==> config.mk <==
export PLATFORM = sky130hd
export DESIGN_NAME = modn_updown_counter
export DESIGN_NICKNAME = d
export VERILOG_FILES = /design/src/rtl/modn_updown_counter.sv
export SDC_FILE = /design/constraint.sdc
export NUM_CORES = 1
export LEC_CHECK = 0
export BUFFER_PORTS_ARGS = -buffer_cell sky130_fd_sc_hd__buf_2
export CORE_AREA = 2 2 39 41
export DETAILED_ROUTE_END_ITERATION = 16
export DIE_AREA = 0 0 41 43
export MAX_ROUTING_LAYER = met4
export PLACE_DENSITY_LB_ADDON = 0.05
export SETUP_SLACK_MARGIN = 0.3
export SLEW_MARGIN = 20
export SYNTH_ARGS = -nofsm -noshare
export SYNTH_HDL_FRONTEND = slang
export SYNTH_SLANG_ARGS = --single-unit
==> constraint.sdc <==
create_clock -name clk -period 1.4 [get_ports clk]
set_input_delay 0.21 -clock clk [delete_from_list [all_inputs] [get_ports clk]]
set_output_delay 0.21 -clock clk [all_outputs]
set_load 0.02 [all_outputs]
==> src/rtl/modn_updown_counter.sv <==
// ---------------------------------------------------------------------------
// modn_updown_counter
//   Modulo-N up/down counter. This is the base counting element for clock
//   dividers and multi-digit counters. It supports a run-time direction,
//   synchronous clear, and a range-checked parallel load. It also provides a
//   combinational terminal count for cascading and registered pulses for
//   wrap and bad-load events.
//
// Parameters
//   WIDTH     counter width, 1..16
//   MODULUS   count modulus N, 2..2**WIDTH; q spans 0..N-1
//
// Ports
//   clk       rising-edge clock
//   reset     asynchronous, active-high reset
//   en        count enable (cascade carry-in)
//   dir       1 = up, 0 = down
//   clr       synchronous clear (highest priority)
//   load      synchronous parallel load
//   load_val  value written on load
//   q         registered count value
//   tc        terminal count: en & (dir ? q==N-1 : q==0), zero latency
//   wrap      1-cycle pulse aligned with the q value produced by a wrap
//   load_err  1-cycle pulse aligned with q after an out-of-range load
// ---------------------------------------------------------------------------
module modn_updown_counter #(
   parameter int WIDTH   = 3,
   parameter int MODULUS = 6
) (
   input  logic             clk,
   input  logic             reset,
   input  logic             en,
   input  logic             dir,
   input  logic             clr,
   input  logic             load,
   input  logic [WIDTH-1:0] load_val,
   output logic [WIDTH-1:0] q,
   output logic             tc,
   output logic             wrap,
   output logic             load_err
);

   // Reject illegal configurations while the design is being elaborated.
   if (WIDTH < 1 || WIDTH > 16 || MODULUS < 2 || MODULUS > (1 << WIDTH)) begin : g_param_check
      $error("modn_updown_counter: illegal WIDTH/MODULUS combination");
   end

   // N is compared using WIDTH+1 bits, so MODULUS == 2**WIDTH is representable.
   // N-1 always fits in WIDTH bits.
   localparam logic [WIDTH:0]   N_EXT = (WIDTH+1)'(MODULUS);
   localparam logic [WIDTH-1:0] Q_MAX = WIDTH'(MODULUS - 1);

   logic [WIDTH-1:0] q_next;
   logic             wrap_next;
   logic             load_err_next;
   logic             at_max;
   logic             at_zero;

   assign at_max  = (q == Q_MAX);
   assign at_zero = (q == '0);

   // tc is gated by en only. It is not gated by clr or load, so a downstream
   // stage sees the carry without any extra logic depth.
   assign tc = en & (dir ? at_max : at_zero);

   always_comb begin
      q_next        = q;
      wrap_next     = 1'b0;
      load_err_next = 1'b0;
      if (clr) begin
         q_next = '0;
      end else if (load) begin
         if ({1'b0, load_val} < N_EXT) begin
            q_next = load_val;
         end else begin
            // Clamp to 0 so that q can never hold a value >= N.
            q_next        = '0;
            load_err_next = 1'b1;
         end
      end else if (en) begin
         if (dir) begin
            if (at_max) begin
               q_next    = '0;
               wrap_next = 1'b1;
            end else begin
               q_next = q + WIDTH'(1);
            end
         end else begin
            if (at_zero) begin
               q_next    = Q_MAX;
               wrap_next = 1'b1;
            end else begin
               q_next = q - WIDTH'(1);
            end
         end
      end
   end

   always_ff @(posedge clk or posedge reset) begin
      if (reset) begin
         q        <= '0;
         wrap     <= 1'b0;
         load_err <= 1'b0;
      end else begin
         q        <= q_next;
         wrap     <= wrap_next;
         load_err <= load_err_next;
      end
   end

endmodule

==> flow_summary.ini, run 1 <==
[status]
outcome = completed

[pwr]
total_power_mw = 0.479
power_leakage_nw = 0.273
maximum_vdd_ir_drop_mv = 0.572
powerDensity_mw_per_mm2 = 818

[cells_and_area]
final_cell_area_um2 = 586
fin_cells = 79
layout_common_cells = sky130_fd_sc_hd__buf_2, sky130_fd_sc_hd__buf_4, sky130_fd_sc_hd__buf_6, sky130_fd_sc_hd__nand2_1
antenna_cells_inserted = 0
p_r_area_growth_vs_syn_pct = 56.5
post_route_cells_drive_above_1_share = 0.556
mostFrequentLayoutCell = sky130_fd_sc_hd__buf_2
nNetsFinal = 73

[place]
postPlaceCellArea_um2 = 459
dpl_worst_slack_ps = 135
placedCellCount = 67
globalplace.congestion = 0.682
hpwl_um = 714
placement.io_buffers = 14

[logic_synthesis]
synthesis.instances = 39
yosys_warnings = 0
total_nets_after_synthesis = 48
synth.top_cells.by_area = sky130_fd_sc_hd__dfrtp_1, sky130_fd_sc_hd__a2111oi_4, sky130_fd_sc_hd__xor2_1, sky130_fd_sc_hd__o41ai_2, sky130_fd_sc_hd__nand2_1
synth_top_area_cell = sky130_fd_sc_hd__dfrtp_1
yosys_register_bits = 5
synth.top_cell.area_share = 0.334
synth_sequential_area_ratio = 0.334
yosys.cell_types.count = 25
post_synth.cell_area_avg_um2 = 9.59
post_synth_instance_area_um2 = 374

[die]
rows = 14
top_level_ports = 15
floorplan.core_area_mm2 = 0.00138
die_area_mm2 = 0.00176
initial_core_util = 0.270
die_h_um = 43
die-width_um = 41

[setup_path]
reg2reg_to = q[2]
critical_path.max_stage_delay_ps = 430
timing.critical_path.slowest_stage_cell = sky130_fd_sc_hd__dfrtp_2
worst-path-max-fanout = 4
worst-r2r-setup-slack_ps = 40
setup.worst_path.class = register to output pin
timing.critical_path.arrival_ps = 1160
required_ps = 1190
critical_path.reg2reg.startpoint = q[0]
start_kind = register
worst_r2r_path_depth = 4
cp_num_buf_inv = 1
crit_path_end_kind = output pin
critPathTopFamily = flip-flops
timing.critical_path.cells = nor3_2 > nor2_2 > nor3_4 > buf_6

[grt]
grt_start_max_net_pins = 10
vias_in_the_first_global_route = 363
first_pass_grt_wire_length_mm = 1.54
antenna_found_initial = 0
gr-usage-all-layers = 0.138
grt_remaining_overflow = 0

[sta]
timing.clock.skew_ps = 3.88
rsz0062_at_grt = true
timing.final.crit_period_ps = 1370
finalSetupViolations = 0
share_of_the_cycle_needed_by_the_critical_path_after_routing = 0.982
finalHoldWorstSlack_ps = 188
final-hold-violation-count = 0
slew-limit-headroom = 0.789
worst_slew_pin_slew_ps = 316
max_freq_mhz = 728
final_ws_setup_ps = 25.7
timing.final.max_slew_violations = 0

[run]
maxCapViolations = 0

[drt]
dr.pass1.iters = 3
wl_um = 974
drt-vias-per-instance = 4.91
number_of_design_rule_violations_left_by_the_first_detailed_router_iteration = 4
drc_errors = 0
total_number_of_vias = 388
drt.antenna.violating_nets = 0
routed_wire_per_std_cell_um = 12.3

[cts]
clockBufferDepth = 2
numClockSinks = 5
worst_skew_pair.late_latency_ps = 240
cts-root-buf = sky130_fd_sc_hd__clkbuf_4
cts_inserted_buffers = 3
clk_pin_slew_ps = 40
cts_tree = built
htree_num_levels = 1

[worst_hold_path]
timing.hold.worst_path_depth = 2
worst_hold_path_type = input port to register
holdCritStartpoint = clr
hold_end = q[0]
## worst max path at each step
stage | end | cells past startpoint | from
6_report | tc | 4 | q[2]
2_1_floorplan | q[2] | 4 | q[0]
5_1_grt | tc | 4 | q[2]
3_5_place_dp | q[1] | 3 | q[2]
4_1_cts | tc | 4 | q[0]
3_3_place_gp | tc | 4 | q[0]
## synthesized netlist by cell type, drive strengths merged
cell type,instances
a2111oi,2
a211oi,1
and3,1
and3b,1
buf,2
dfrtp,5
inv,3
nand2,4
nand3,1
nand3b,1
nor2,3
nor2b,1
nor3,2
nor3b,2
nor4,1
nor4b,1
o2111ai,1
o211ai,1
o21a,1
o41ai,1
or2,1
or3,1
xor2,2
## through the flow
stage                     utilization  TNS [ps]
after floorplan                     -         0
after global placement          0.332         0
after detailed placement        0.332         0
after CTS                       0.406         0
after global routing            0.423     -35.6
final                           0.423         0
## worst reg2reg max path, cell delays in order (launching register included)
cell and delay (ps):
sky130_fd_sc_hd__dfrtp_2 420, sky130_fd_sc_hd__buf_4 160, sky130_fd_sc_hd__xor2_1 170, sky130_fd_sc_hd__a2111oi_1 340, sky130_fd_sc_hd__o211ai_1 130
## flip-flops by register name (all words and copies together) (netlist names)
signal    flops
wrap          1
load_err      1
q             3
## layout make-up
type | count | area [um2]
flip-flops and latches | 5 | 129
repair buffers | 22 | 161
fillers | 150 | 798
inverters | 3 | 11.3
well taps | 16 | 20.0
clock buffers | 4 | 26.3
multi-input cells | 29 | 238
## repair_timing
item,CTS,global route
endpoints found under the setup margin,6,8
hold buffers,1,0
setup buffers,5,2
endpoints found under the hold margin,5,0
pin swaps,4,3
gates resized for setup,9,3
## kinds of logic after synthesis
kind of cell / Yosys count / share of synthesized area
xor+xnor: 2 / 0.0468
buf+inv: 5 / 0.0803
simple gates: 20 / 0.311
compound gates: 7 / 0.227
flops: 5 / 0.334
## where the power goes
part | internal (mW) | switching, mW | total (mW)
Clock | 0.108 | 0.0582 | 0.166
Sequential | 0.154 | 0.0104 | 0.164
Combinational | 0.0752 | 0.0735 | 0.149
## routing by layer
metal,vias to the layer above,global-route usage,part of all wire
met5,-,-,0
met4,0,0.0400,0.013
met3,2,0.0628,0.068
met2,15,0.216,0.49
met1,182,0.153,0.42
li1,189,-,-
Power figures use the tool's default switching activity.
==> run 2, diff against run 1 <==
--- a/config.mk
+++ b/config.mk
@@ -11,7 +11,7 @@
 export DIE_AREA = 0 0 41 43
 export MAX_ROUTING_LAYER = met4
 export PLACE_DENSITY_LB_ADDON = 0.05
-export SETUP_SLACK_MARGIN = 0.3
+export SETUP_SLACK_MARGIN = 0.1
 export SLEW_MARGIN = 20
 export SYNTH_ARGS = -nofsm -noshare
 export SYNTH_HDL_FRONTEND = slang
==> run 2 against run 1 <==
Routed wire length is 4.4% lower. Via count up 0.77%. Clock power grew 4%. Count of clock-buffer cells in the layout unchanged. Largest cell class unchanged. Highest routed layer unchanged. Utilization down 3.5 points. Register-to-register slack better by 30 ps. Final area is 8.3% lower. Combinational power down 11%. Sequential cell count unchanged. Power is 3.1% lower. Die area is the same. Worst hold slack improved by 0.73 ps.
==> flow_summary.ini, run 2 (same netlist as run 1, synthesis figures left out) <==
[die]
initial_core_util = 0.270
floorplan.core_area_mm2 = 0.00138
die_h_um = 43
die_area_mm2 = 0.00176
rows = 14
die-width_um = 41
top_level_ports = 15

[setup_path]
cp_num_buf_inv = 1
crit_path_end_kind = output pin
timing.critical_path.arrival_ps = 1180
timing.critical_path.cells = nor3_2 > nor2_2 > nor3_2 > buf_4
setup.worst_path.class = register to output pin
critPathTopFamily = flip-flops
timing.critical_path.slowest_stage_cell = sky130_fd_sc_hd__dfrtp_2
required_ps = 1190
start_kind = register
worst-path-max-fanout = 4
critical_path.max_stage_delay_ps = 420
cpMostUsedCell = sky130_fd_sc_hd__nor3_2

[drt]
dr.pass1.iters = 4
number_of_design_rule_violations_left_by_the_first_detailed_router_iteration = 14
wl_um = 931
routed_wire_per_std_cell_um = 12.1
drt.antenna.violating_nets = 0
drt-vias-per-instance = 5.08
drc_errors = 0
total_number_of_vias = 391

[cells_and_area]
largest_reg_flops = 3
antenna_cells_inserted = 0
post_route_cells_drive_above_1_share = 0.525
n_fill_cell = 154
mostFrequentLayoutCell = sky130_fd_sc_hd__buf_2
p_r_area_growth_vs_syn_pct = 43.5
layout_top_registers = q: 3 flops, load_err: 1 flops, wrap: 1 flops
nNetsFinal = 71
layout_common_cells = sky130_fd_sc_hd__buf_2, sky130_fd_sc_hd__buf_4, sky130_fd_sc_hd__nand2_1
top_register = q
final_cell_area_um2 = 537

[sta]
final-hold-violation-count = 0
timing.clock.skew_ps = 5.06
rsz0062_at_grt = true
finalSetupViolations = 0
timing.final.max_slew_violations = 0
final_ws_setup_ps = 8.00
slew-limit-headroom = 0.791
finalHoldWorstSlack_ps = 189
timing.final.crit_period_ps = 1390
max_freq_mhz = 718
worst_slew_pin_slew_ps = 309
share_of_the_cycle_needed_by_the_critical_path_after_routing = 0.994

[grt]
first_pass_grt_wire_length_mm = 1.55
vias_in_the_first_global_route = 363
gr-usage-all-layers = 0.138
grt_start_max_net_pins = 10
grt_remaining_overflow = 0
antenna_found_initial = 0

[cts]
cts_tree = built
clk_pin_slew_ps = 50
cts_inserted_buffers = 3
clockBufferDepth = 2
cts-root-buf = sky130_fd_sc_hd__clkbuf_4
numClockSinks = 5
worst_skew_pair.late_latency_ps = 250
htree_num_levels = 1

[place]
dpl_worst_slack_ps = 171
postPlaceCellArea_um2 = 459
hpwl_um = 705
placement.io_buffers = 14
globalplace.congestion = 0.704

[pwr]
maximum_vdd_ir_drop_mv = 0.402
power_leakage_nw = 0.260
powerDensity_mw_per_mm2 = 865

[worst_hold_path]
worst_hold_path_type = input port to register

[run]
maxCapViolations = 0

[status]
outcome = completed
## run 2: cell types whose count changed in the layout (fill, tap and decap cells not counted), sizes merged
cell / change
buf: -2
## run 2: layout make-up
class | instances | area [um2] | share of cell area
tap | 16 | 20.0 | 0.0373
timing repair buffer | 20 | 120 | 0.224
clock buffer | 4 | 26.3 | 0.0490
multi-input combinational | 29 | 231 | 0.431
sequential | 5 | 128 | 0.238
inverter | 3 | 11.3 | 0.0210
## run 2: per-stage QoR
stage / power (mW) / TNS (ps) / std cells / utilization
6_report: 0.464 / 0 / 77 / 0.388
3_5_place_dp: 0.274 / 0 / 68 / 0.332
2_1_floorplan: 0.241 / 0 / 39 / -
3_3_place_gp: 0.274 / 0 / 68 / 0.332
5_1_grt: 0.498 / -93.9 / 77 / 0.388
4_1_cts: 0.471 / 0 / 77 / 0.388
## run 2: report_power, final
group	switching, mW	internal [mW]
Sequential	0.00567	0.154
Clock	0.0638	0.108
Combinational	0.0721	0.0610
## run 2: layer usage
| metal | wire length (um) | global-route usage | vias up |
|---|---|---|---|
| met3 | 65 | 0.0314 | 4 |
| met5 | 0 | - | - |
| met2 | 443 | 0.197 | 15 |
| li1 | - | - | 186 |
| met4 | 25 | 0.100 | 0 |
| met1 | 396 | 0.162 | 186 |
## run 2: repair_timing
item,in CTS,in global routing
endpoints found under the setup margin,1,3
hold buffers,1,0
resized for setup,4,0
pin swaps,2,4
endpoints found under the hold margin,5,0
setup buffers,4,0
## run 2: path summary, 6_finish.rpt
kind | start | slack (ps) | cells past startpoint | end
setup / recovery | q[2] | 8 | 4 | tc
hold reg to reg | q[1] | 630 | 2 | wrap
max in group asynchronous | reset | 800 | 3 | q[0]
setup reg to reg | q[0] | 70 | 4 | q[2]
min in group asynchronous | reset | 400 | 3 | q[1]
hold / removal | clr | 190 | 2 | q[0]
==> run 3, diff against run 2 <==
--- a/config.mk
+++ b/config.mk
@@ -5,6 +5,7 @@
 export SDC_FILE = /design/constraint.sdc
 export NUM_CORES = 1
 export LEC_CHECK = 0
+export ABC_AREA = 1
 export BUFFER_PORTS_ARGS = -buffer_cell sky130_fd_sc_hd__buf_2
 export CORE_AREA = 2 2 39 41
 export DETAILED_ROUTE_END_ITERATION = 16
==> run 3 against run 2 <==
Power up 8.0%. Register-to-register slack better by 140 ps. First-iteration DRC count fell by 43%. Combinational power is 25% higher. Synthesized cell count grew 46%. Sequential share of layout area down 0.63 points. Cell count is 29% higher. Critical path depth is 2 higher. Worst setup slack better by 16 ps. Critical path type unchanged. Largest power group is now registers.
==> flow_summary.ini, run 3 <==
[logic_synthesis]
dominantRegCellSynth = sky130_fd_sc_hd__dfrtp_1
yosys_register_bits = 5
yosys_warnings = 0
synth.top_cells.by_area = sky130_fd_sc_hd__dfrtp_1, sky130_fd_sc_hd__nand2_1, sky130_fd_sc_hd__nand3_1, sky130_fd_sc_hd__inv_1, sky130_fd_sc_hd__nor2_1
number_of_enable_type_register_cells_in_the_synthesized_netlist = 0
post-synth-top-count-cell = sky130_fd_sc_hd__nand2_1
yosys.cell_types.count = 12
synth.cells.most_frequent = sky130_fd_sc_hd__nand2_1, sky130_fd_sc_hd__nand3_1, sky130_fd_sc_hd__inv_1
post_synth.cell_area_avg_um2 = 6.26
postSynth.asyncResetShare = 1.00
synth_sequential_area_ratio = 0.351
synth.top_cell.area_share = 0.351
total_nets_after_synthesis = 66
synth_top_area_cell = sky130_fd_sc_hd__dfrtp_1
post_synth_instance_area_um2 = 357
synthesis.instances = 57

[die]
die_area_mm2 = 0.00176
die_h_um = 43
rows = 14
floorplan.core_area_mm2 = 0.00138
initial_core_util = 0.258
top_level_ports = 15
die-width_um = 41

[setup_path]
timing.critical_path.arrival_ps = 1170
worst-path-max-fanout = 4
timing.critical_path.cells = nor2_1 > nand2_1 > nand2_1 > nand3_2 > inv_2 > buf_6
setup.worst_path.class = register to output pin
cpMostUsedCell = sky130_fd_sc_hd__nand2_1
worst-r2r-setup-slack_ps = 210
timing.critical_path.slowest_stage_cell = sky130_fd_sc_hd__dfrtp_2
start_kind = register
critical_path.reg2reg.startpoint = q[0]
crit_path_end_kind = output pin
required_ps = 1190
critical_path.max_stage_delay_ps = 420
crit_start = q[0]

[sta]
timing.final.max_slew_violations = 0
worst_slew_pin_slew_ps = 174
max_freq_mhz = 727
finalHoldWorstSlack_ps = 151
timing.clock.skew_ps = 7.18
share_of_the_cycle_needed_by_the_critical_path_after_routing = 0.983
finalSetupViolations = 0
slew-limit-headroom = 0.884
timing.final.crit_period_ps = 1380
rsz0062_at_grt = true
final-hold-violation-count = 0

[grt]
grt_remaining_overflow = 0
first_pass_grt_wire_length_mm = 1.50
gr-usage-all-layers = 0.128
grt_start_max_net_pins = 8
antenna_found_initial = 0
vias_in_the_first_global_route = 411

[cts]
cts-root-buf = sky130_fd_sc_hd__clkbuf_4
clockBufferDepth = 2
cts_inserted_buffers = 3
htree_num_levels = 1
numClockSinks = 5
worst_skew_pair.late_latency_ps = 240
clk_pin_slew_ps = 50
cts_tree = built

[drt]
wl_um = 896
total_number_of_vias = 422
routed_wire_per_std_cell_um = 9.05
number_of_design_rule_violations_left_by_the_first_detailed_router_iteration = 8
drt-vias-per-instance = 4.26
dr.pass1.iters = 2
drc_errors = 0
drt.antenna.violating_nets = 0

[place]
placedCellCount = 88
hpwl_um = 710
placement.io_buffers = 14
globalplace.congestion = 0.715

[cells_and_area]
layout_top_registers = q: 3 flops, load_err: 1 flops, wrap: 1 flops
top_register = q
antenna_cells_inserted = 0
fin_cells = 99
mostFrequentLayoutCell = sky130_fd_sc_hd__nand2_1
largest_reg_flops = 3
post_route_cells_drive_above_1_share = 0.446
n_fill_cell = 163
layout_common_cells = sky130_fd_sc_hd__nand2_1, sky130_fd_sc_hd__buf_2, sky130_fd_sc_hd__nand3_1, sky130_fd_sc_hd__buf_4
p_r_area_growth_vs_syn_pct = 56.1
nNetsFinal = 93

[worst_hold_path]
holdCritStartpoint = clr
worst_hold_path_type = input port to register

[pwr]
powerDensity_mw_per_mm2 = 901
maximum_vdd_ir_drop_mv = 0.787
power_leakage_nw = 0.326

[run]
maxCapViolations = 0

[status]
outcome = completed
run 3: changes by cell type after synthesis, sizes merged, moves of 3 or more:
cell | before | now
nand3 | 1 | 10
nor2 | 3 | 6
inv | 3 | 11
nand2 | 4 | 21
run 3: where the power goes:
group / switching (mW) / internal (mW)
Sequential: 0.0115 / 0.156
Combinational: 0.0885 / 0.0775
Clock: 0.0600 / 0.108
run 3: metal layers:
| layer | global-route usage | up-vias | wire length [um] |
|---|---|---|---|
| li1 | - | 231 | - |
| met1 | 0.166 | 179 | 425 |
| met2 | 0.181 | 12 | 418 |
| met3 | 0.0628 | 0 | 52 |
| met4 | 0.0200 | 0 | 0 |
| met5 | - | - | 0 |
run 3: worst paths after layout:
| check | cells past startpoint | to |
|---|---|---|
| hold reg to reg | 2 | q[1] |
| min in group asynchronous | 3 | wrap |
| max in group asynchronous | 3 | q[2] |
| setup reg to reg | 8 | q[2] |
| setup / recovery | 6 | tc |
| hold / removal | 2 | wrap |
run 3: final cells by class:
type	instances	area, um2	share of cell area
inverters	11	41.3	0.0742
clock buffers	4	26.3	0.0472
repair buffers	22	145	0.261
multi-input cells	41	195	0.351
flip-flops and latches	5	129	0.231
well taps	16	20.0	0.0360
run 3: cell families after synthesis:
group | count (synthesis) | share of synthesized area
flip-flops | 5 | 0.351
AND/OR/NAND/NOR | 38 | 0.481
buffers and inverters | 11 | 0.116
AO/OA/AOI/OAI | 3 | 0.0526
run 3: what timing repair did:
action	4_1_cts	5_1_grt
pin swaps	4	0
endpoints found under the hold margin	5	0
buffers inserted	6	0
cloned	0	0
resized for setup	7	2
hold buffers	1	0
endpoints found under the setup margin	1	2
run 3: worst max-delay path: cells and delay by family (launching register included):
| kind | cells | cell delay, ps |
|---|---|---|
| buffers and inverters | 2 | 160 |
| and+or+nand+nor | 4 | 340 |
| DFF | 1 | 420 |
run 3: through the flow:
step / setup slack (ps) / total power, mW / cell area [um2] / utilization / setup TNS (ps)
finish: 24.0 / 0.502 / 557 / 0.402 / 0
detailed placement: 146 / 0.299 / 454 / 0.328 / 0
CTS: 10.2 / 0.507 / 551 / 0.398 / 0
global route: -57.9 / 0.542 / 557 / 0.402 / -57.9
floorplan: 180 / 0.252 / 357 / - / 0
global placement: 161 / 0.301 / 454 / 0.328 / 0
